==> config.mk <==
export PLATFORM = sky130hd
export DESIGN_NAME = move_queue_sequencer
export DESIGN_NICKNAME = d
export VERILOG_FILES = /design/src/rtl/move_queue_sequencer.sv
export SDC_FILE = /design/constraint.sdc
export NUM_CORES = 2
export LEC_CHECK = 0
export CAP_MARGIN = 10
export CORE_AREA = 2 2 540 381
export CTS_CLUSTER_DIAMETER = 50
export CTS_CLUSTER_SIZE = 30
export DETAILED_ROUTE_END_ITERATION = 8
export DIE_AREA = 0 0 542 383
export GPL_ROUTABILITY_DRIVEN = 0
export GPL_TIMING_DRIVEN = 0
export MAX_ROUTING_LAYER = met4
export PLACE_DENSITY = 0.71
export SKIP_CTS_REPAIR_TIMING = 1
export SYNTH_ARGS = -nofsm -noshare
export SYNTH_HDL_FRONTEND = slang
export SYNTH_SLANG_ARGS = --single-unit
==> constraint.sdc <==
create_clock -name clk -period 32.8 [get_ports clk]
set_input_delay 3.28 -clock clk [delete_from_list [all_inputs] [get_ports clk]]
set_output_delay 3.28 -clock clk [all_outputs]
set_load 0.005 [all_outputs]
==> src/rtl/move_queue_sequencer.sv <==
// Queues linear-move commands and launches them one at a time to the profile generator.
// Latency: a write into an empty queue launches on the following edge; finish/error act in one edge.
// Backpressure: cmd_ready drops when the queue is full or in ERR; a pop never frees room on the same edge.

module sync_fifo #(
    parameter int W     = 8,
    parameter int DEPTH = 8,
    parameter int AW    = 3
) (
    input  logic          clk,
    input  logic          reset,
    input  logic          flush,
    input  logic          push_vld,
    input  logic [W-1:0]  push_dat,
    output logic          push_rdy,
    input  logic          pop,
    output logic [W-1:0]  pop_dat,
    output logic [AW:0]   count
);
    localparam logic [AW:0] FULL_CNT = (AW+1)'(DEPTH);

    logic [W-1:0]  mem [DEPTH];
    logic [AW-1:0] rd_ptr;
    logic [AW-1:0] wr_ptr;
    logic          do_push;
    logic          do_pop;

    // Fullness is judged on the pre-edge count, so a simultaneous pop cannot admit a write.
    assign push_rdy = (count != FULL_CNT);
    assign do_push  = push_vld && push_rdy && !flush;
    assign do_pop   = pop && (count != '0) && !flush;
    assign pop_dat  = mem[rd_ptr];

    always_ff @(posedge clk) begin
        if (!reset) begin
            rd_ptr <= '0;
            wr_ptr <= '0;
            count  <= '0;
        end else if (flush) begin
            rd_ptr <= wr_ptr;
            count  <= '0;
        end else begin
            if (do_push) wr_ptr <= wr_ptr + 1'b1;
            if (do_pop)  rd_ptr <= rd_ptr + 1'b1;
            case ({do_push, do_pop})
                2'b10:   count <= count + 1'b1;
                2'b01:   count <= count - 1'b1;
                default: count <= count;
            endcase
        end
    end

    always_ff @(posedge clk) begin
        if (do_push) mem[wr_ptr] <= push_dat;
    end
endmodule

module move_queue_sequencer #(
    parameter int DEPTH = 8,
    parameter int AW    = 3
) (
    input  logic                clk,
    input  logic                reset,
    input  logic                cmd_valid,
    output logic                cmd_ready,
    input  logic [159:0]        cmd_steps,
    input  logic [159:0]        cmd_speeds,
    input  logic                hold,
    input  logic                clear_error,
    input  logic                finish,
    input  logic                error,
    output logic signed [31:0]  num_x_m,
    output logic signed [31:0]  num_y_m,
    output logic signed [31:0]  num_z_m,
    output logic signed [31:0]  num_e0_m,
    output logic signed [31:0]  num_e1_m,
    output logic [31:0]         speed_x_main,
    output logic [31:0]         speed_y_main,
    output logic [31:0]         speed_z_main,
    output logic [31:0]         speed_e0_main,
    output logic [31:0]         speed_e1_main,
    output logic                start_driving_main,
    output logic [AW:0]         queue_count,
    output logic                busy,
    output logic                fault,
    output logic [15:0]         moves_done
);
    typedef struct packed {
        logic [31:0] x;
        logic [31:0] y;
        logic [31:0] z;
        logic [31:0] e0;
        logic [31:0] e1;
    } axis_t;

    typedef struct packed {
        axis_t steps;
        axis_t speeds;
    } cmd_t;

    typedef enum logic [1:0] {IDLE, RUN, RELEASE, ERR} state_t;

    state_t state, state_nxt;
    cmd_t   push_cmd, head_cmd;
    logic   q_rdy, q_pop, q_flush, launch, move_done;

    assign push_cmd  = '{steps: cmd_steps, speeds: cmd_speeds};
    // Gated by reset so every output reads 0 while reset is held.
    assign cmd_ready = reset && q_rdy && (state != ERR);
    assign busy      = (state != IDLE);
    assign fault     = (state == ERR);

    sync_fifo #(.W($bits(cmd_t)), .DEPTH(DEPTH), .AW(AW)) u_queue (
        .clk      (clk),
        .reset    (reset),
        .flush    (q_flush),
        .push_vld (cmd_valid && cmd_ready),
        .push_dat (push_cmd),
        .push_rdy (q_rdy),
        .pop      (q_pop),
        .pop_dat  (head_cmd),
        .count    (queue_count)
    );

    always_ff @(posedge clk) begin
        if (!reset) state <= IDLE;
        else        state <= state_nxt;
    end

    // error outranks finish and pops in every non-ERR state.
    always_comb begin
        state_nxt = state;
        q_pop     = 1'b0;
        q_flush   = 1'b0;
        launch    = 1'b0;
        move_done = 1'b0;
        case (state)
            IDLE: begin
                if (error) begin
                    state_nxt = ERR;
                    q_flush   = 1'b1;
                end else if (queue_count != '0 && !hold) begin
                    q_pop = 1'b1;
                    if (head_cmd.steps != '0) begin
                        launch    = 1'b1;
                        state_nxt = RUN;
                    end
                end
            end
            RUN: begin
                if (error) begin
                    state_nxt = ERR;
                    q_flush   = 1'b1;
                end else if (finish) begin
                    move_done = 1'b1;
                    state_nxt = RELEASE;
                end
            end
            RELEASE: begin
                if (error) begin
                    state_nxt = ERR;
                    q_flush   = 1'b1;
                end else if (!finish) begin
                    state_nxt = IDLE;
                end
            end
            ERR: begin
                if (clear_error) state_nxt = IDLE;
            end
            default: state_nxt = IDLE;
        endcase
    end

    always_ff @(posedge clk) begin
        if (!reset) begin
            start_driving_main <= 1'b0;
            moves_done         <= '0;
            num_x_m            <= '0;
            num_y_m            <= '0;
            num_z_m            <= '0;
            num_e0_m           <= '0;
            num_e1_m           <= '0;
            speed_x_main       <= '0;
            speed_y_main       <= '0;
            speed_z_main       <= '0;
            speed_e0_main      <= '0;
            speed_e1_main      <= '0;
        end else begin
            if (launch) begin
                start_driving_main <= 1'b1;
                num_x_m            <= head_cmd.steps.x;
                num_y_m            <= head_cmd.steps.y;
                num_z_m            <= head_cmd.steps.z;
                num_e0_m           <= head_cmd.steps.e0;
                num_e1_m           <= head_cmd.steps.e1;
                speed_x_main       <= head_cmd.speeds.x;
                speed_y_main       <= head_cmd.speeds.y;
                speed_z_main       <= head_cmd.speeds.z;
                speed_e0_main      <= head_cmd.speeds.e0;
                speed_e1_main      <= head_cmd.speeds.e1;
            end else if (move_done || q_flush) begin
                start_driving_main <= 1'b0;
            end
            if (move_done) moves_done <= moves_done + 1'b1;
        end
    end
endmodule

**After elaboration in Yosys (flattened, before gate mapping)**

Memory sizes are Yosys's and may differ from the RTL's. A register that Yosys moved wholly into a read port is not among the register bits.
Index checks and enable logic that the tools add are counted.

- Memory bits (writable): 2560
- Register bits: 349
- Output and inout port bits: 344
- Memories: 1
- Input port bits: 327
- Word-level logic and storage cells: 88

Memories:

| memory | depth | width | rd ports | clocked after Yosys merged registers in | wr ports | RTL line | RTL |
|---|---|---|---|---|---|---|---|
| u_queue.mem | 8 | 320 | 1 | 1 | 1 | 22 | `logic [W-1:0] mem [DEPTH];` |

- Eq/ne operators: 12
- Reductions and logical operators: 22
- Bitwise operators: 2
- Add/subtract/negate cells: 5
- Mux-type cells: 30

Operators by type and width:

| operator | count |
|---|---|
| nonzero test 160 bit | 1 |
| adder 16 x 1 -> 16 bit, second input constant | 1 |
| 2-to-1 mux 1 bit | 16 |
| 2-to-1 mux 2 bit | 8 |
| 2-to-1 mux 3 bit | 4 |
| inequality test 3 bit, second input constant | 4 |
| logical AND 1 bit | 8 |
| one-hot mux 2 bit (4 select lines) | 1 |
| one-hot mux 4 bit (2 select lines) | 1 |
| nonzero test 2 bit | 4 |
| adder 3 x 1 -> 3 bit, second input constant | 2 |
| == test 2 bit, second input constant | 3 |
| AND reduction 5 bit | 1 |
| adder 4 x 1 -> 4 bit, second input constant | 1 |
| == test 2 x 1 -> 1 bit, second input constant | 2 |
| inequality test 2 bit, second input constant | 2 |
| inequality test 4 bit, second input constant | 1 |
| nonzero test 4 bit | 1 |
| subtractor 4 x 1 -> 4 bit, second input constant | 1 |
| OR reduction 3 bit | 1 |
| logical NOT 1 bit | 2 |
| logical NOT 2 bit | 1 |
| NOT 1 bit | 2 |
| AND reduction 2 bit | 1 |
| 2 further kinds | 2 |

**Logic depth before layout (Yosys ltp)**

- Word-level depth: 11
- Gate-level depth with buffers: 17
- Depth with buffers taken out: 11

**Hierarchy**

From an unflattened synthesis, not the netlist that was laid out.

- Cells, all modules: 6166
- Area, all modules: 115077.9 um^2

Modules (own cells, without submodules):

| module | cells each | area an instance (um^2) | instances | seq. area each (um^2) |
|---|---|---|---|---|
| sync_fifo | 3780 | 96776.6 | 1 | 77134.0 |
| move_queue_sequencer | 2386 | 18301.3 | 1 | 6786.5 |

**Worst setup path before layout**

OpenSTA, ideal clock, no wires.

- Kind: input to register
- From: in reset
- To: mem u_queue.mem[0][0] (netlist name), enable pin
- Setup time: 1393 ps
- Path slack: 5695 ps
- Data required time: 31407 ps
- Stages: 6
- Arrival: 25711 ps
- Path buffers: 1
- Cell sequence: clkbuf_1 > inv_1 > a211oi_1 > and3_1 > nand2b_1 > nor3_1

- Cells in the longest elaborated chain, start to end: 7

RTL lines:

| what | RTL line | RTL |
|---|---|---|
| start, declared | 63 | `input logic reset,` |
| logical AND 1 bit (2 in series) | 109 | `assign cmd_ready = reset && q_rdy && (state != ERR);` |
| net cmd_ready | 65 | `output logic cmd_ready,` |
| logical AND 1 bit | 117 | `.push_vld (cmd_valid && cmd_ready),` |
| logical AND 1 bit (2 in series) | 30 | `assign do_push = push_vld && push_rdy && !flush;` |
| 2-to-1 mux 1 bit | 54 | `if (do_push) mem[wr_ptr] <= push_dat;` |
| 2-to-1 mux 1 bit (not written as such) | 54 |  |
| end, declared | 22 |  |

The timed path passes the listed nets, and every way through them passes these cells.

**Worst setup path in the final report**

- From: in reset
- To: out cmd_ready

- Cells in the longest elaborated chain, start to end: 2

RTL lines:

| what | RTL line |
|---|---|
| logical AND 1 bit (2 in series) | 109 |
| end, declared | 65 |

No other way between the ends.

==> flow_summary.rst <==
.. list-table::
   :header-rows: 1

   * - Metric
     - Value
   * - Initial antenna violation count
     - 96
   * - Simple-Gate Fraction of Synth Area
     - 2.98%
   * - Total number of vias
     - 58550
   * - Via count of the first global-routing pass
     - 56393
   * - Count of final setup violators
     - 0
   * - Layout filler cell count
     - 13569
   * - Total wire length after detailed routing
     - 295000 µm
   * - Setup repair after global routing missed its margin
     - false
   * - CP Launch Point
     - reset
   * - DIE HEIGHT
     - 383 µm
   * - Xor-xnor portion of the synthesized cell area
     - 0.142%
   * - Max-slew headroom
     - 1.78%
   * - Achievable frequency
     - 116 MHz
   * - Worst clock skew
     - 80.1 ps
   * - Total power divided by cell area
     - 54.1 nW/µm²
   * - Syn. warnings
     - 0
   * - Finished Core Util
     - 64.4%
   * - Overflow left after global routing
     - 0
   * - Critical path endpoint
     - cmd_ready
   * - Portion of synthesized cell area occupied by the leading cell type
     - 69.3%
   * - Clock tree from TritonCTS
     - built
   * - Final Non-Filler Cells
     - 9439
   * - Total DRC errors in the routed layout
     - 0
   * - Cell count after synthesis
     - 5511
   * - Crit-path cells
     - clkbuf_1 -> inv_1 -> a211oi_1 -> clkdlybuf4s50_1
   * - Overall Global Routing Usage
     - 29.1%
   * - Fin worst setup slack
     - 24150 ps
   * - Layout cells sized above 1
     - 22.3%
   * - Remaining antenna violation count after routing
     - 0
   * - Top-Level Pins
     - 671
   * - Number of buffers inserted during clock tree synthesis
     - 180
   * - Initial detailed-routing violation count
     - 7463
   * - Kind of start point of the critical path
     - input port
   * - Count of clock tree sinks
     - 2912
   * - Outcome
     - finished clean
   * - Count of TritonRoute iterations in the first routing pass
     - 9
   * - Largest area contributor in the netlist
     - edfxtp_1
   * - Count of state elements after synthesis
     - 2912
   * - Setup TNS
     - 0 ps
   * - Worst slew pin tran
     - 1430 ps
   * - Synthesized-area fraction occupied by ao, oa, aoi and oai cells
     - 1.28%
   * - Buffers added on ports
     - 669
   * - Synthesized net count
     - 5845
   * - Worst-Skew Late Latency
     - 870 ps
   * - Area contributors post-synth
     - edfxtp_1, mux4_2, dfxtp_1
   * - Initial core utilization
     - 54.6%
   * - Max rail drop VDD
     - 0.0000423 V
   * - Global-route wire length before repair
     - 414000 µm
   * - Critical setup path kind
     - input port to output pin
   * - Core Footprint
     - 203000 µm²
   * - Worst EP arrival
     - 5370 ps
   * - Sequential share of the synthesized area
     - 75.6%
   * - Crit share post-route
     - 26.4%
   * - Worst Path Required
     - 29520 ps
   * - DP Cell Count
     - 9046
   * - CTS clk-pin slew, worst paths
     - 90 ps
   * - Maximum clock path buffer count
     - 4
   * - Die W
     - 542 µm
   * - Number of enable-type register cells in the synthesized netlist
     - 2560
   * - Combinational family with the most area after synthesis
     - multiplexers
   * - Cell depth of the worst flop-to-flop path
     - 17
   * - Hold violation total from the final report
     - 0
   * - Drt wl/cell
     - 31.3 µm
   * - Area of the mapped netlist
     - 111000 µm²
   * - Worst Setup End Kind
     - output pin
   * - Cell with the largest stage delay on the worst path
     - clkdlybuf4s50_1
   * - Number of rows created at floorplan
     - 139
   * - Reg-to-reg setup timing slack
     - 26070 ps
   * - Master cell of the clock root buffer
     - clkbuf_16
   * - Hold crit path type
     - register to register
   * - Slowest Stage Delay on Critical Path
     - 620 ps
   * - Critical-path maximum fanout
     - 6
   * - Number of H-tree levels
     - 4
   * - Area growth from synthesis to layout
     - 17.9%
   * - Netlist cell types
     - 50
   * - Time the final worst path needs with I/O delays and setup
     - 8650 ps
   * - Pin count of the biggest net entering global routing
     - 32
   * - Mean instance size in the synthesized netlist
     - 20.1 µm²
   * - Mean number of vias per cell
     - 6.20
   * - Synth Flop Type
     - edfxtp_1
   * - Area share of fa/ha/maj cells after synthesis
     - 0.0947%
   * - Static Leakage
     - 42.2 nW
   * - NumNets Final
     - 6886
   * - Final number of max-transition violations
     - 0
   * - Total of max-cap violations
     - 0
   * - Die Outline Area
     - 208000 µm²
   * - Multiplexer area fraction after synthesis
     - 18.1%
   * - Synth async-reset ratio
     - 0%
   * - DP Wirelength
     - 207000 µm
   * - Minimum setup slack after placement
     - 24140 ps
   * - Worst flop-to-flop path endpoint
     - speed_x_main[29]
==> layout by cell type (no fill, tap or decap), types with 13 or more instances in the layout <==
| cell type | n |
|---|---|
| o22ai_1 | 13 |
| buf_1 | 22 |
| buf_12 | 101 |
| mux2_2 | 248 |
| clkbuf_1 | 156 |
| clkinv_4 | 16 |
| nor2_1 | 85 |
| dfxtp_1 | 352 |
| buf_8 | 16 |
| o21ai_1 | 13 |
| nor3_1 | 14 |
| nand2_1 | 590 |
| buf_4 | 21 |
| diode_2 | 67 |
| edfxtp_1 | 2560 |
| nor4_1 | 29 |
| inv_12 | 21 |
| inv_6 | 15 |
| o211ai_1 | 51 |
| a21oi_1 | 14 |
| nand4_1 | 19 |
| inv_8 | 14 |
| o21ai_0 | 45 |
| buf_2 | 91 |
| mux4_2 | 585 |
| buf_16 | 19 |
| buf_6 | 87 |
| mux2i_1 | 409 |
| clkinv_8 | 34 |
| clkbuf_16 | 183 |
| a22o_1 | 19 |
| xor2_1 | 14 |
| a221oi_1 | 26 |
| clkdlybuf4s50_1 | 669 |
==> Yosys cell counts (3+ instances only) <==
cell and n:
mux2i_1 409, mux2_2 248, buf_1 22, clkbuf_1 150
a22o_1 19, o211a_1 9, a211oi_1 5, o22ai_1 13
o21ai_1 13, or2_2 3, buf_4 9, nand4_1 19
or3_1 12, buf_6 20, a21oi_1 14, nand2_1 590
or4_1 6, mux4_2 585, xor2_1 14, xnor2_1 4
nor4_1 30, nand2b_1 8, buf_12 26, nor2b_1 10
nand3_1 6, dfxtp_1 352, o21ai_0 45, and4_1 3
ha_1 6, a221oi_1 26, nor2_1 91, buf_2 90
nor3_1 16, inv_1 7, o211ai_1 51, edfxtp_1 2560
==> routing by layer <==
layer	wire [µm]	track usage, %
met5	0	-
met4	8430	7.91
met3	30600	6.66
met2	137000	42.8
met1	119000	41.2
==> state kept, by name (all words and copies together), names as in the netlist, named ones only <==
signal	cells
state	2
speed_e1_main	32
moves_done	16
u_queue.rd_ptr	3
u_queue.count	4
speed_z_main	32
u_queue.wr_ptr	3
u_queue.mem	2560
speed_x_main	32
speed_e0_main	32
start_driving_main	1
num_y_m	32
num_e0_m	32
num_x_m	32
num_e1_m	32
num_z_m	32
speed_y_main	32
==> critical path, delay by kind of cell <==
| kind | cells | cell delay [ps] |
|---|---|---|
| buffers and inverters | 3 | 1680 |
| AO/OA/AOI/OAI | 1 | 400 |
==> final cells by class <==
cell class                      count  area, µm²  area share [%]
Multi-Input combinational cell   2275      25200            19.2
Inverter                            7       26.3          0.0201
Clock inverter                    129       1840            1.41
Tap cell                         2679       3350            2.56
Clock buffer                      194       4620            3.53
Antenna cell                       67        168           0.128
Buffer                            317       1920            1.46
Sequential cell                  2912      83900            64.2
Timing Repair Buffer              859       9810            7.50
==> cells by family after synthesis <==
| kind of cell | count (synthesis) |
|---|---|
| muxes | 1244 |
| DFF | 2912 |
| xor gates and xnor gates | 18 |
| AOI/OAI and AO/OA | 203 |
| and+or+nand+nor | 802 |
| buffers and inverters | 324 |
| adders and majority gates | 8 |
==> where the power goes <==
| group | leakage [nW] | switching, mW | internal, mW |
|---|---|---|---|
| sequential | 25.9 | 0.00679 | 4.04 |
| combinational | 13.2 | 0.278 | 0.206 |
| clock | 3.11 | 1.38 | 1.16 |
| total | 42.2 | 1.67 | 5.41 |
==> how the worst min path moves through the flow <==
| stage | cells past startpoint | startpoint | to |
|---|---|---|---|
| 2_1_floorplan | 2 | num_e0_m[16] | num_e0_m[16] |
| 3_3_place_gp | 2 | speed_x_main[20] | speed_x_main[20] |
| 4_1_cts | 2 | num_e0_m[5] | num_e0_m[5] |
| 5_1_grt | 2 | speed_y_main[25] | speed_y_main[25] |
| 6_report | 2 | num_e0_m[5] | num_e0_m[5] |
| 3_5_place_dp | 2 | num_e0_m[5] | num_e0_m[5] |
==> per-stage QoR <==
stage	total power, mW	area, µm²	hold WS [ps]
6_report	7.08	131000	460
5_1_grt	7.27	131000	471
4_1_cts	7.11	131000	461
3_5_place_dp	4.62	124000	449
3_3_place_gp	4.63	121000	445
2_1_floorplan	4.41	111000	445
Note: power is estimated with default switching activity, not from simulation.
